===== src/rtl/ram_clear_pkg.sv =====
// ram_clear_pkg: constants and types shared by the RAM clear controller and
// the SPRAM block it fronts.
// Contents: RAM geometry (words, address/data widths) and the controller
// state encoding.
package ram_clear_pkg;

  localparam int RAM_WORDS  = 32768;
  localparam int RAM_ADDR_W = 16;
  localparam int RAM_DATA_W = 32;
  localparam int RAM_WE_W   = RAM_DATA_W / 8;

  typedef enum logic {
    CTRL_CLEAR = 1'b0,
    CTRL_PASS  = 1'b1
  } ctrl_state_e;

endpackage


===== src/rtl/ram_clear_if.sv =====
// ram_clear_if: word-addressed memory port with per-byte write enables.
// Ports: cs/we/address/write_data flow from requester to memory,
// read_data/ready flow back; ready completes the access held on cs.
interface ram_clear_if;
  import ram_clear_pkg::*;

  logic                  cs;
  logic [RAM_WE_W-1:0]   we;
  logic [RAM_ADDR_W-1:0] address;
  logic [RAM_DATA_W-1:0] write_data;
  logic [RAM_DATA_W-1:0] read_data;
  logic                  ready;

  // Requester side (CPU, or this controller towards the RAM).
  modport master (
    output cs, we, address, write_data,
    input  read_data, ready
  );

  // Memory side (the RAM, or this controller towards the CPU).
  modport slave (
    input  cs, we, address, write_data,
    output read_data, ready
  );

endinterface


===== src/rtl/ram_clear.sv =====
// ram_clear: sits in front of the SPRAM; after reset and on request it writes
// fill_data_i to every word, otherwise CPU accesses pass straight through.
// Ports: clk, reset_n (synchronous, active-low); clear_req_i one-cycle sweep
// request; fill_data_i sampled each sweep cycle; busy_o high while sweeping;
// done_o one-cycle completion pulse; cpu_io CPU-facing port; ram_io RAM port.
module ram_clear
  import ram_clear_pkg::*;
#(
  parameter int WORDS          = RAM_WORDS,
  parameter bit CLEAR_ON_RESET = 1'b1
) (
  input  logic                  clk,
  input  logic                  reset_n,
  input  logic                  clear_req_i,
  input  logic [RAM_DATA_W-1:0] fill_data_i,
  output logic                  busy_o,
  output logic                  done_o,
  ram_clear_if.slave            cpu_io,
  ram_clear_if.master           ram_io
);

  localparam logic [RAM_ADDR_W-1:0] LAST_ADDR = RAM_ADDR_W'(WORDS - 1);

  ctrl_state_e           state_q, state_d;
  logic [RAM_ADDR_W-1:0] cnt_q, cnt_d;
  logic                  pend_q, pend_d;
  logic                  prev_pass_q, prev_pass_d;
  logic                  done_q, done_d;
  logic                  grant;

  always_ff @(posedge clk) begin
    if (!reset_n) begin
      state_q     <= CLEAR_ON_RESET ? CTRL_CLEAR : CTRL_PASS;
      cnt_q       <= '0;
      pend_q      <= 1'b0;
      prev_pass_q <= 1'b0;
      done_q      <= 1'b0;
    end else begin
      state_q     <= state_d;
      cnt_q       <= cnt_d;
      pend_q      <= pend_d;
      prev_pass_q <= prev_pass_d;
      done_q      <= done_d;
    end
  end

  // A sweep may only start when the CPU is idle and no RAM completion for a
  // previous pass-through access is still on its way back.
  assign grant = (pend_q | clear_req_i) & ~cpu_io.cs & ~prev_pass_q;

  always_comb begin
    state_d     = state_q;
    cnt_d       = cnt_q;
    pend_d      = pend_q;
    prev_pass_d = 1'b0;
    done_d      = 1'b0;

    ram_io.cs         = cpu_io.cs;
    ram_io.we         = cpu_io.we;
    ram_io.address    = cpu_io.address;
    ram_io.write_data = cpu_io.write_data;

    cpu_io.read_data  = ram_io.read_data;
    // The RAM's ready after the last sweep write is not a CPU completion;
    // only pass a ready through when the previous cycle carried a CPU cs.
    cpu_io.ready      = ram_io.ready & prev_pass_q;

    case (state_q)
      CTRL_CLEAR: begin
        ram_io.cs         = 1'b1;
        ram_io.we         = '1;
        ram_io.address    = cnt_q;
        ram_io.write_data = fill_data_i;
        cpu_io.read_data  = '0;
        cpu_io.ready      = 1'b0;
        // Requests during a sweep are dropped rather than queued.
        pend_d            = 1'b0;
        if (cnt_q == LAST_ADDR) begin
          state_d = CTRL_PASS;
          cnt_d   = '0;
          done_d  = 1'b1;
        end else begin
          cnt_d = cnt_q + RAM_ADDR_W'(1);
        end
      end
      CTRL_PASS: begin
        prev_pass_d = cpu_io.cs;
        if (grant) begin
          state_d = CTRL_CLEAR;
          cnt_d   = '0;
          pend_d  = 1'b0;
        end else begin
          pend_d = pend_q | clear_req_i;
        end
      end
      default: begin
        state_d = CTRL_PASS;
      end
    endcase
  end

  assign busy_o = (state_q == CTRL_CLEAR);
  assign done_o = done_q;

endmodule

===== src/flat_wrapper.sv =====
// flat-port wrapper written by rule: the top's interface ports become plain ports
module ram_clear_flat import ram_clear_pkg::*;
#(
  parameter int WORDS          = RAM_WORDS,
  parameter bit CLEAR_ON_RESET = 1'b1
)
  (clk, reset_n, clear_req_i, fill_data_i, busy_o, done_o, cpu_io_cs, cpu_io_we, cpu_io_address, cpu_io_write_data, cpu_io_read_data, cpu_io_ready, ram_io_cs, ram_io_we, ram_io_address, ram_io_write_data, ram_io_read_data, ram_io_ready);
  ram_clear_if cpu_io_i ();
  ram_clear_if ram_io_i ();
  input  logic clk;
  input  logic reset_n;
  input  logic clear_req_i;
  input  logic [RAM_DATA_W-1:0] fill_data_i;
  output logic busy_o;
  output logic done_o;
  input wire logic [$bits(cpu_io_i.cs)-1:0] cpu_io_cs;
  input wire logic [$bits(cpu_io_i.we)-1:0] cpu_io_we;
  input wire logic [$bits(cpu_io_i.address)-1:0] cpu_io_address;
  input wire logic [$bits(cpu_io_i.write_data)-1:0] cpu_io_write_data;
  output wire logic [$bits(cpu_io_i.read_data)-1:0] cpu_io_read_data;
  output wire logic [$bits(cpu_io_i.ready)-1:0] cpu_io_ready;
  output wire logic [$bits(ram_io_i.cs)-1:0] ram_io_cs;
  output wire logic [$bits(ram_io_i.we)-1:0] ram_io_we;
  output wire logic [$bits(ram_io_i.address)-1:0] ram_io_address;
  output wire logic [$bits(ram_io_i.write_data)-1:0] ram_io_write_data;
  input wire logic [$bits(ram_io_i.read_data)-1:0] ram_io_read_data;
  input wire logic [$bits(ram_io_i.ready)-1:0] ram_io_ready;
  assign cpu_io_i.cs = cpu_io_cs;
  assign cpu_io_i.we = cpu_io_we;
  assign cpu_io_i.address = cpu_io_address;
  assign cpu_io_i.write_data = cpu_io_write_data;
  assign cpu_io_read_data = cpu_io_i.read_data;
  assign cpu_io_ready = cpu_io_i.ready;
  assign ram_io_cs = ram_io_i.cs;
  assign ram_io_we = ram_io_i.we;
  assign ram_io_address = ram_io_i.address;
  assign ram_io_write_data = ram_io_i.write_data;
  assign ram_io_i.read_data = ram_io_read_data;
  assign ram_io_i.ready = ram_io_ready;
  ram_clear #(.WORDS(WORDS), .CLEAR_ON_RESET(CLEAR_ON_RESET)) u_core (.clk(clk), .reset_n(reset_n), .clear_req_i(clear_req_i), .fill_data_i(fill_data_i), .busy_o(busy_o), .done_o(done_o), .cpu_io(cpu_io_i), .ram_io(ram_io_i));
endmodule

===== config.mk =====
export PLATFORM = sky130hd
export DESIGN_NAME = ram_clear_flat
export DESIGN_NICKNAME = d
export VERILOG_FILES = /design/src/rtl/ram_clear_pkg.sv /design/src/rtl/ram_clear_if.sv /design/src/rtl/ram_clear.sv /design/src/flat_wrapper.sv
export SDC_FILE = /design/constraint.sdc
export NUM_CORES = 1
export LEC_CHECK = 0
export ABC_AREA = 1
export CAP_MARGIN = 20
export CORE_MARGIN = 2
export CORE_UTILIZATION = 29
export CTS_CLUSTER_DIAMETER = 200
export DETAILED_ROUTE_END_ITERATION = 7
export GPL_TIMING_DRIVEN = 0
export PLACE_DENSITY_LB_ADDON = 0.2
export SYNTH_ARGS = -nofsm -noshare
export SYNTH_HDL_FRONTEND = slang
export SYNTH_SLANG_ARGS = --single-unit

===== constraint.sdc =====
create_clock -name clk -period 1.7 [get_ports clk]
set_input_delay 0.34 -clock clk [delete_from_list [all_inputs] [get_ports clk]]
set_output_delay 0.34 -clock clk [all_outputs]
set_load 0.01 [all_outputs]

==> metrics.txt <==
# TYPE chip_impl_metric gauge
chip_impl_metric{name="grt_pass1_vias",unit=""} 2897
chip_impl_metric{name="drt_first_iter_violations",unit=""} 62
chip_impl_metric{name="final_hold_viol_count",unit=""} 0
chip_impl_metric{name="drt_pre_antenna_iters",unit=""} 4
chip_impl_metric{name="clock_sinks",unit=""} 20
chip_impl_metric{name="clock_tree.buffer_depth",unit=""} 2
chip_impl_metric{name="post_route_cells_drive_above_1_share",unit="%"} 33.1
chip_impl_metric{name="ir_drop",unit="V"} 0.000323
chip_impl_info{name="synthTopCellsByArea",value="nand2_1, dfxtp_1, inv_1"} 1
chip_impl_metric{name="post_cts_hold_buffer_count",unit=""} 0
chip_impl_info{name="violations",value="negative setup slack"} 1
chip_impl_metric{name="syn_avg_cell_area",unit="µm²"} 5.26
chip_impl_metric{name="setup_viol_count_final",unit=""} 10
chip_impl_metric{name="worstPathArrival",unit="ps"} 1390
chip_impl_metric{name="finish.net_count",unit=""} 719
chip_impl_metric{name="ff2ff_setup_slack",unit="ps"} 150
chip_impl_metric{name="timing.hold.ws",unit="ps"} 481
chip_impl_info{name="tritoncts",value="yes"} 1
chip_impl_metric{name="mappedNetlistNets",unit=""} 495
chip_impl_metric{name="synthToLayoutAreaGrowth",unit="%"} 124
chip_impl_metric{name="synthesis.area",unit="mm²"} 0.00196
chip_impl_metric{name="cellPowerDensity",unit="mW/mm²"} 342
chip_impl_metric{name="antenna_left",unit=""} 0
chip_impl_metric{name="setup_ws",unit="ps"} -26.3
chip_impl_metric{name="path_max_fanout",unit=""} 6
chip_impl_metric{name="dieArea",unit="mm²"} 0.00744
chip_impl_metric{name="placed_wire_length_estimate",unit="mm"} 7.64
chip_impl_metric{name="synthDistinctLibCells",unit=""} 27
chip_impl_metric{name="globalplace.congestion",unit=""} 0.845
chip_impl_metric{name="worstMarginPinSlew",unit="ps"} 397
chip_impl_info{name="root_buffer",value="clkbuf_8"} 1
chip_impl_metric{name="cp_data_required_time",unit="ps"} 1360
chip_impl_metric{name="final_min_period_over_clock_period",unit="%"} 102
chip_impl_metric{name="floorplan.die.height",unit="µm"} 86.3
chip_impl_metric{name="yosysWarningCount",unit=""} 0
chip_impl_metric{name="insertedDiodeCount",unit=""} 0
chip_impl_metric{name="vias",unit=""} 3021
chip_impl_metric{name="yosys-mux-area-fraction",unit="%"} 0
chip_impl_metric{name="finished_core_util",unit="%"} 68.2
chip_impl_metric{name="number_of_antenna_violations_at_the_first_check_in_global_routing",unit=""} 0
chip_impl_info{name="synth_area_leader_cell",value="nand2_1"} 1
chip_impl_metric{name="initial_utilization",unit="%"} 30.4
chip_impl_metric{name="n_fill_cell",unit=""} 577
chip_impl_metric{name="clk_transition_reported_paths",unit="ps"} 70
chip_impl_metric{name="synth.ff_latch_count",unit=""} 20
chip_impl_info{name="hp-class",value="reg2reg"} 1
chip_impl_metric{name="insertion_delay",unit="ps"} 260
chip_impl_metric{name="slew-limit-headroom",unit="%"} 73.3
chip_impl_metric{name="post_synthesis_cells",unit=""} 373
chip_impl_metric{name="synth_top_cell_area_share",unit="%"} 38.6
chip_impl_info{name="kind_of_start_point_of_the_critical_path",value="flop"} 1
chip_impl_metric{name="placement.io_buffers",unit=""} 208
chip_impl_metric{name="simple_logic_cell_fraction_of_the_synthesized_area",unit="%"} 51.9
chip_impl_metric{name="cts_made_buffers",unit=""} 3
chip_impl_metric{name="drcViolationCount",unit=""} 0
chip_impl_metric{name="final_period_minus_worst_setup_slack",unit="ps"} 1730
chip_impl_metric{name="maxCapViolCount",unit=""} 0
chip_impl_metric{name="grt.overflow.total",unit=""} 0
chip_impl_metric{name="clock_skew",unit="ps"} 5.52
chip_impl_metric{name="ios",unit=""} 209
chip_impl_info{name="status",value="finished with violations"} 1
chip_impl_metric{name="synth-compound-area-share",unit="%"} 9.62
chip_impl_info{name="criticalPathCategory",value="reg2out"} 1
chip_impl_metric{name="timing.fmax",unit="MHz"} 579
chip_impl_metric{name="die_width",unit="µm"} 86.3
chip_impl_metric{name="wire_length_of_the_first_global_routing_pass",unit="mm"} 13.7
chip_impl_metric{name="synth_xor_xnor_area_share",unit="%"} 3.12
chip_impl_metric{name="wl_per_cell",unit="µm"} 14.0
chip_impl_metric{name="grt_util_all_layers",unit="%"} 23.2
chip_impl_metric{name="drt-vias-per-instance",unit=""} 4.49
chip_impl_info{name="endpoint_kind",value="primary output"} 1
chip_impl_metric{name="yosys.area_share.adder",unit="%"} 0.637
chip_impl_metric{name="drv_slew",unit=""} 0
chip_impl_info{name="synth_top_family_by_area",value="simple AND/OR/NAND/NOR gates"} 1
chip_impl_info{name="grt_setup_unrepaired",value="true"} 1
chip_impl_metric{name="grt_start_max_net_pins",unit=""} 12
chip_impl_metric{name="htree_num_levels",unit=""} 1
chip_impl_metric{name="design_power_total",unit="W"} 0.00151
chip_impl_metric{name="leakage",unit="nW"} 2.29
chip_impl_metric{name="synth_sequential_area_ratio",unit="%"} 20.4
chip_impl_metric{name="area_of_the_placeable_core",unit="mm²"} 0.00646
chip_impl_metric{name="totalWireLength",unit="mm"} 9.40
chip_impl_metric{name="placement_rows",unit=""} 29
cell type report:
| class | count | area, µm² | share of cell area (%) |
|---|---|---|---|
| Tap cell | 77 | 96.3 | 2.19 |
| Sequential cell | 20 | 402 | 9.12 |
| Buffer | 17 | 224 | 5.09 |
| Multi-Input combinational cell | 284 | 1460 | 33.1 |
| Inverter | 52 | 203 | 4.60 |
| Timing Repair Buffer | 219 | 1970 | 44.7 |
| Clock buffer | 4 | 55.1 | 1.25 |
stage by stage:
stage	setup slack (ps)	instances	setup TNS (ps)	area, µm²
finish	-26.3	673	-134	4400
global placement	-484	658	-30080	4140
CTS	-167	670	-1600	4240
floorplan	300	373	0	1960
detailed placement	-477	658	-30670	4140
global route	-66.2	673	-1610	4400
worst paths after layout:
check,end,startpoint,depth (start not counted)
max,ram_io_write_data[20],u_core.state_q,7
min reg2reg,u_core.cnt_q[12],u_core.cnt_q[12],2
min,u_core.cnt_q[12],u_core.cnt_q[12],2
max reg2reg,u_core.cnt_q[15],u_core.cnt_q[1],9
state kept, by name, summed over array words and instances (netlist names):
name	cells
u_core.cnt_q	16
u_core.done_o	1
u_core.pend_q	1
u_core.prev_pass_q	1
u_core.state_q	1
worst max-delay path, stage by stage, from the launching register on:
cell and delay (ps):
dfxtp_2 330, buf_8 130, buf_8 130, buf_12 140, clkbuf_16 160, nand2_2 60, nand2_2 50, buf_6 120
placed cells by master (no fill, tap or decap), types with 2 or more instances in the layout:
cell / instances
nand4_1: 2
nor2_4: 4
o21ai_0: 13
dlygate4sd2_1: 4
clkdlybuf4s50_1: 121
or2_2: 5
buf_4: 5
inv_1: 46
o21ai_2: 8
buf_12: 2
nand2_2: 47
o21ai_1: 4
nand2_4: 11
clkdlybuf4s15_1: 4
nor2_1: 18
xor2_1: 7
dfxtp_1: 19
nand3_1: 7
buf_2: 33
buf_8: 12
clkbuf_4: 2
clkbuf_2: 24
clkbuf_8: 7
buf_6: 25
inv_2: 5
nand2_1: 150
where the power goes:
group | switching (W) | total (W) | internal (W) | leakage [nW]
clock network | 0.000155 | 0.000361 | 0.000206 | 0.0288
logic | 0.000229 | 0.000607 | 0.000378 | 2.10
registers | 0.0000391 | 0.000539 | 0.000500 | 0.162
total | 0.000423 | 0.00151 | 0.00108 | 2.29
routing by layer:
layer,up-vias,track usage (%),part of all wire [%]
li1,1549,-,-
met1,1337,25.5,36
met2,117,43.5,54
met3,18,5.43,6.6
met5,-,0,0
met4,0,7.95,3.4
cell families (layout without fill, tap and decap cells):
family,Yosys count,after routing
AND/OR/NAND/NOR,247,247
AO/OA/AOI/OAI,29,29
buffers and inverters,69,292
XOR/XNOR,7,7
adder cells (fa/ha/maj),1,1
flip-flops,20,20
synthesized netlist by cell type:
cell,instances
a21oi_2,1
buf_12,1
buf_2,2
buf_4,1
clkbuf_1,13
clkinv_1,1
dfxtp_1,20
ha_1,1
inv_1,49
inv_2,2
nand2_1,202
nand2_2,4
nand2_4,2
nand3_1,7
nand3_2,1
nand4_1,2
nor2_1,18
nor2_2,1
nor2_4,4
nor3_1,1
o21ai_0,17
o21ai_2,8
o21bai_1,1
o21bai_2,1
o22ai_1,1
or2_2,5
xor2_1,7
what timing repair did:
action | CTS | global route
buffers inserted | 4 | 2
cloned | 4 | 1
pin swaps | 2 | 28
gates resized for setup | 303 | 165
endpoints found under the setup margin | 87 | 82
hold endpoints to repair | 0 | 0
No activity file was read; power rests on OpenSTA's default activity.
